## src/rtl/axis_out_downsizer.sv

```systemverilog
// AXI-Stream downsizer: holds one wide input beat and emits its non-empty
// M_WORDS-wide chunks in ascending order. Drop beats (user[0]=1) and empty
// non-last beats are swallowed; an empty last beat yields a single empty
// last output beat so packet boundaries are preserved downstream.
module axis_out_downsizer #(
    parameter int WORD_WIDTH = 32,
    parameter int S_WORDS    = 16,
    parameter int M_WORDS    = 4,
    parameter int USER_WIDTH = 1
) (
    input  logic                          clk,
    input  logic                          rst,
    output logic                          s_axis_tready,
    input  logic                          s_axis_tvalid,
    input  logic [S_WORDS*WORD_WIDTH-1:0] s_axis_tdata,
    input  logic [S_WORDS-1:0]            s_axis_tkeep,
    input  logic                          s_axis_tlast,
    input  logic [USER_WIDTH-1:0]         s_axis_tuser,
    input  logic                          m_axis_tready,
    output logic                          m_axis_tvalid,
    output logic [M_WORDS*WORD_WIDTH-1:0] m_axis_tdata,
    output logic [M_WORDS-1:0]            m_axis_tkeep,
    output logic                          m_axis_tlast,
    output logic [USER_WIDTH-1:0]         m_axis_tuser
);

    localparam int R       = S_WORDS / M_WORDS;
    localparam int IDX_W   = (R > 1) ? $clog2(R) : 1;
    localparam int CHUNK_W = M_WORDS * WORD_WIDTH;

    localparam logic [0:0] ST_EMPTY = 1'b0;
    localparam logic [0:0] ST_SEND  = 1'b1;

    // Holding register and control state
    logic [S_WORDS*WORD_WIDTH-1:0] data_q, data_d;
    logic [S_WORDS-1:0]            keep_q, keep_d;
    logic                          last_q, last_d;
    logic [USER_WIDTH-1:0]         user_q, user_d;
    logic [IDX_W-1:0]              idx_q, idx_d;
    logic [0:0]                    state_q, state_d;

    // Derived control signals
    logic [R-1:0]     held_nz_s;
    logic [R-1:0]     in_nz_s;
    logic             has_next_s;
    logic [IDX_W-1:0] next_idx_s;
    logic [IDX_W-1:0] in_first_s;
    logic             is_final_s;
    logic             send_s;
    logic             out_hs_s;
    logic             done_s;
    logic             accept_s;
    logic             load_s;

    // Per-chunk "has at least one kept word" flags for the held and incoming beats
    always_comb begin
        held_nz_s = '0;
        in_nz_s   = '0;
        for (int k = 0; k < R; k++) begin
            held_nz_s[k] = |keep_q[k*M_WORDS +: M_WORDS];
            in_nz_s[k]   = |s_axis_tkeep[k*M_WORDS +: M_WORDS];
        end
    end

    // Find the next non-empty held chunk above idx, and the first non-empty incoming chunk
    always_comb begin
        has_next_s = 1'b0;
        next_idx_s = '0;
        in_first_s = '0;
        // Scanning downward leaves the lowest qualifying index in each result
        for (int k = R - 1; k >= 0; k--) begin
            has_next_s = (held_nz_s[k] && (k > int'(idx_q))) ? 1'b1 : has_next_s;
            next_idx_s = (held_nz_s[k] && (k > int'(idx_q))) ? IDX_W'(k) : next_idx_s;
            in_first_s = in_nz_s[k] ? IDX_W'(k) : in_first_s;
        end
    end

    // Handshake decode; the input side opens in the same cycle the last chunk leaves
    always_comb begin
        is_final_s    = ~has_next_s;
        send_s        = (state_q == ST_SEND);
        out_hs_s      = send_s & m_axis_tready;
        done_s        = out_hs_s & is_final_s;
        s_axis_tready = ~rst & (~send_s | done_s);
        accept_s      = s_axis_tvalid & s_axis_tready;
        load_s        = accept_s & ~s_axis_tuser[0] & ((|s_axis_tkeep) | s_axis_tlast);
    end

    // Next-state: reload on a producing accept, retire on final chunk, else step idx
    always_comb begin
        data_d  = data_q;
        keep_d  = keep_q;
        last_d  = last_q;
        user_d  = user_q;
        idx_d   = idx_q;
        state_d = state_q;
        if (load_s) begin
            // An empty last beat must present zero data on its single output beat
            data_d  = (|s_axis_tkeep) ? s_axis_tdata : '0;
            keep_d  = s_axis_tkeep;
            last_d  = s_axis_tlast;
            user_d  = s_axis_tuser;
            idx_d   = in_first_s;
            state_d = ST_SEND;
        end else if (done_s) begin
            idx_d   = '0;
            state_d = ST_EMPTY;
        end else if (out_hs_s) begin
            idx_d   = next_idx_s;
            state_d = state_q;
        end else begin
            idx_d   = idx_q;
            state_d = state_q;
        end
    end

    // State registers with synchronous reset
    always_ff @(posedge clk) begin
        if (rst) begin
            data_q  <= '0;
            keep_q  <= '0;
            last_q  <= 1'b0;
            user_q  <= '0;
            idx_q   <= '0;
            state_q <= ST_EMPTY;
        end else begin
            data_q  <= data_d;
            keep_q  <= keep_d;
            last_q  <= last_d;
            user_q  <= user_d;
            idx_q   <= idx_d;
            state_q <= state_d;
        end
    end

    // Output chunk mux from the holding register; outputs read zero when idle
    always_comb begin
        m_axis_tvalid = send_s;
        m_axis_tdata  = '0;
        m_axis_tkeep  = '0;
        m_axis_tlast  = 1'b0;
        m_axis_tuser  = '0;
        if (send_s) begin
            m_axis_tdata = data_q[int'(idx_q)*CHUNK_W +: CHUNK_W];
            m_axis_tkeep = keep_q[int'(idx_q)*M_WORDS +: M_WORDS];
            m_axis_tlast = last_q & is_final_s;
            m_axis_tuser = user_q;
        end else begin
            m_axis_tdata = '0;
            m_axis_tkeep = '0;
            m_axis_tlast = 1'b0;
            m_axis_tuser = '0;
        end
    end

endmodule

```

## config.mk

```make
export PLATFORM = sky130hd
export DESIGN_NAME = axis_out_downsizer
export DESIGN_NICKNAME = d
export VERILOG_FILES = /design/src/rtl/axis_out_downsizer.sv
export SDC_FILE = /design/constraint.sdc
export NUM_CORES = 1
export LEC_CHECK = 0
export BUFFER_PORTS_ARGS = -buffer_cell sky130_fd_sc_hd__buf_2
export CORE_UTILIZATION = 40
export CTS_CLUSTER_SIZE = 25
export DETAILED_ROUTE_END_ITERATION = 6
export SLEW_MARGIN = 15
export SYNTH_ARGS = -nofsm -noshare
export SYNTH_HDL_FRONTEND = slang
export SYNTH_SLANG_ARGS = --single-unit
export TNS_END_PERCENT = 10
```

## constraint.sdc

```tcl
create_clock -name clk -period 3.19 [get_ports clk]
set_input_delay 0.638 -clock clk [delete_from_list [all_inputs] [get_ports clk]]
set_output_delay 0.638 -clock clk [all_outputs]
set_load 0.02 [all_outputs]
```

### Word level (Yosys, flattened, before mapping)

Cells that the tools add are included.

* $add $sub $neg: 0
* $mul: 0
* div/mod/pow operators: 0
* magnitude comparators: 3
* equality and inequality tests: 0
* shift operators: 2
* multiplexer cells: 20
* bitwise logic cells: 13
* reductions and logical operators: 13

Operators by type and width (count)
* two-way mux 512 bit: 1
* variable part select 512 x 10 -> 128 bit: 1
* two-way mux 128 bit: 1
* OR reduction 4 bit: 7
* two-way mux 2 bit: 10
* OR reduction 16 bit: 1
* variable part select 16 x 5 -> 4 bit: 1
* AND 1 bit: 7
* two-way mux 1 bit: 7
* greater-than comparator 2 bit, first input constant: 2
* two-way mux 4 bit: 1
* NOT 1 bit: 4
* logical AND 1 bit: 3
* nonzero test 3 bit: 1
* greater-than comparator 1 x 2 -> 1 bit, first input constant: 1
* OR 1 bit: 2
* nonzero test 2 bit: 1

* register bits after elaboration: 533
* latch bits: 0
* memory bits (writable): 0
* memory bits (read-only): 0
* input bits: 534
* output and inout port bits: 136
* logic and storage cells: 57
* memories kept: 0

### Longest topological paths before layout

* depth in word-level cells: 13
* gate-level depth with buffers: 9
* gate-level depth less buffers: 5

### Worst setup path before layout

OpenSTA, ideal clock, no wires.

* kind: reg-to-output
* start: reg idx_q[0]
* end: out m_axis_tdata[100]
* arrival time: 1.923 ns
* required time: 2.552 ns
* setup slack: 0.629 ns
* cell stages (with the launch flop): 6
* buffers on the path: 3
* cells stage by stage: dfxtp_1 clkbuf_1 clkbuf_1 buf_2 mux4_2 and2_1

* cells in the longest elaborated chain, start to end: 2

RTL lines
* start, declared: RTL line 39 `logic [IDX_W-1:0] idx_q, idx_d;`
* start signal, assigned: RTL line 131 `idx_q <= idx_d;`
* variable part select 512 x 10 -> 128 bit: RTL line 144 `m_axis_tdata = data_q[int'(idx_q)*CHUNK_W +: CHUNK_W];`
* two-way mux 128 bit: RTL line 143 `if (send_s) begin`
* end, declared: RTL line 21 `output logic [M_WORDS*WORD_WIDTH-1:0] m_axis_tdata,`

Every way passes these cells.

### Worst setup path after layout

* start: reg idx_q[1]
* end: out m_axis_tdata[116]

The elaborated chain is that of the path after synthesis.

==> summary.txt <==
routed vias: 20769
Async S/R FF share, synth: 0%
crit path max fanout: 69
Hold Crit Endpoint: data_q[363]
Critical Path Source: idx_q[1]
Required @ worst endpoint: 2.55 ns
largest family of logic cells by synthesized area: multiplexers
Die Width: 260 µm
half-perimeter wire length after placement: 55400 µm
EDFF count, synth: 0
Total Routed Length: 79400 µm
CTS Buf Count: 59
Area Growth Syn to Fin: 22.8%
setup TNS: 0 ns
total track usage: 22.8%
CP Cell Sequence: buf_12 > mux4_2 > and2_1 > buf_2
RSZ-0062 raised after global routing: false
largest net degree at the start of global routing: 240
path depth of the worst reg2reg path: 7
root buffer selected by CTS: clkbuf_16
Initial Utilization: 40.5%
number of I/O pins: 670
Hold WC Path Type: primary input to register
Die ar.: 0.0676 mm²
Hold Buf Count CTS: 0
combinational share of power: 11.1%
synthesized area per cell: 10.1 µm²
fill count: 6190
Period Utilization, post-route: 98.9%
syn_nets: 3182
metal3 WL: 4370 µm
Final Hold Fails: 0
DRT antenna net count: 0
Synth Area in Adders: 0%
Slew Limit Headroom: 35.7%
Cells after Synth: 2648
Max stage delay cell, worst path: dfxtp_4
Synth Register Bits: 533
post-synth top area share: 40.1%
Synth Flop Type: dfxtp_1
minimum clock period: 3.15 ns
Hold Crit Start: s_axis_tdata[363]
vias per inst: 5.02
Final nets: 3741
Die H: 260 µm
multiplexer share of the synthesized area: 30.5%
leakage: 13.1 nW
Multi-input gate area: 0.0146 mm²
area fraction in compound gates after synthesis: 0.954%
clk buf depth: 3
commonest non-fill, non-tap cell in the layout: buf_2
Critical Path Source Type: register
largest area contributor in the netlist: dfxtp_1
synth top area cells: dfxtp_1 (40%), mux2i_1 (19%), nand2b_1 (12%)
met1 WL: 33000 µm
Achievable Freq: 317 MHz
share of layout cells above drive strength 1: 29.9%
met2 WL: 39100 µm
Yosys cell types: 35
Top Layer Used: met5
Rows: 94
# H-tree levels: 2
initial antenna violation count: 34
first-pass GRT wire length: 121000 µm
clock power share: 45.1%
DRC: 0
Iteration-0 DRC Markers: 1168
skew final: 0.0135 ns
Clock Sinks: 533
Placer Congestion: 0.867
sequential fraction of design power: 43.8%
final cell count without fillers: 4139
clock latency at the later pin of the worst-skew pair: 0.60 ns
Sw Share: 24.1%
Placed Cells: 4006
reg2reg setup slack: 0.46 ns
Max Cap Violations: 0
Post-Synth XOR/XNOR Area: 0%
sequential standard cell area: 0.0107 mm²
total core area: 0.0657 mm²
hold path depth: 3
max-slew violations: 0
Design Area, Final: 0.0327 mm²
Crit. End Element: primary output
switching power: 0.00387 W
r2r startpoint: keep_q[15]
CP max stage delay: 0.55 ns
Peak VDD IR: 380 µV
total congestion overflow: 0
Reg-to-Reg End: data_q[484]
port bufs: 669
post-synthesis simple-gate area fraction: 23.4%
Placed Area: 0.0304 mm²
DR WL/cell: 19.2 µm
Pre-Repair DR Iteration Count: 5
worst path arrival time: 2.52 ns
outcome: finished clean
# setup viols final: 0
Mapped Area: 0.0266 mm²
vias in the first global route: 21565
CP Class: register to primary output
most frequent cells in the layout: buf_2 (668), dfxtp_1 (530), nand2_1 (515), nand2b_1 (512), mux2i_1 (512)
Pwr Density: 492 mW/mm²
Syn. warnings: 0
Worst Tran Pin Value: 0.965 ns
Internal: 0.0122 W
CTS tree: done
total power: 0.0161 W
Worst-path clk slew: 0.07 ns
register area share after synthesis: 40.1%
[cells by family after synthesis]
logic type             Yosys count
AO/OA/AOI/OAI                   45
buffers and inverters          229
flip-flops                     533
multiplexers                   646
AND/OR/NAND/NOR               1195
[synthesized netlist by cell type (2+ instances only)]
master	instances
nor2_1	5
mux2_2	2
inv_1	4
or4_1	3
buf_4	5
o21ai_0	17
nand2b_1	512
buf_8	14
mux2i_1	512
clkbuf_1	151
nand2_1	515
nor4_1	3
mux4_2	132
buf_1	3
or3b_1	9
buf_6	38
or3b_2	8
dfxtp_1	533
and2_1	133
buf_2	13
a21oi_1	22
[worst max-delay path by stage]
| stage | slack [ns] | cells after the start | end |
|---|---|---|---|
| final | 0.04 | 4 | m_axis_tdata[116] |
| after global routing | 0.01 | 8 | s_axis_tready |
| after CTS | 0.04 | 5 | m_axis_tdata[42] |
| after global placement | 0.42 | 8 | data_q[356] |
| after detailed placement | 0.35 | 8 | data_q[484] |
| after floorplan | 0.63 | 5 | m_axis_tdata[100] |
[metal layers]
metal | up-vias | GRT usage (%)
met5 | - | 0
li1 | 9994 | -
met2 | 571 | 38.6
met3 | 174 | 4.58
met1 | 10008 | 28.2
met4 | 22 | 9.31
[registers in the layout, indices dropped and copies added, names as in the netlist]
register,flops
m_axis_tvalid,1
keep_q,16
data_q,512
user_q,1
idx_q,2
last_q,1
[power groups by stage]
stage	clock network, W	registers [W]	logic, W
6_report	0.00725	0.00705	0.00178
5_1_grt	0.00768	0.00707	0.00193
4_1_cts	0.00740	0.00705	0.00180
3_5_place_dp	0	0.00719	0.00177
3_3_place_gp	0	0.00718	0.00175
2_1_floorplan	0	0.00713	0.00113
[what timing repair did]
item                       in CTS  in global routing
gates resized for setup         2                  0
setup endpoints to repair      38                  0
setup buffers                   2                  0
[metrics by stage]
step                setup WS [ns]  utilization, %  hold WS, ns
finish                     0.0351            49.7        0.265
floorplan                   0.629               -        0.445
global route               0.0145            49.7        0.249
CTS                        0.0409            49.6        0.228
detailed placement          0.347            46.3        0.459
global placement            0.425            46.3        0.455
[layout make-up]
cell class	instances	share of cell area, %
inverters	4	0.0459
diodes	23	0.176
flip-flops and latches	533	32.7
clock buffers	82	5.31
clock inverters	24	1.04
repair buffers	723	12.7
multi-input cells	1886	44.8
well taps	864	3.31
[critical path, delay by kind of cell, from the launching register on]
family | cells | cell delay, ns
DFF | 1 | 0.55
buffers and inverters | 2 | 0.54
muxes | 1 | 0.40
and+or+nand+nor | 1 | 0.23
No activity file was read; power rests on OpenSTA's default activity.
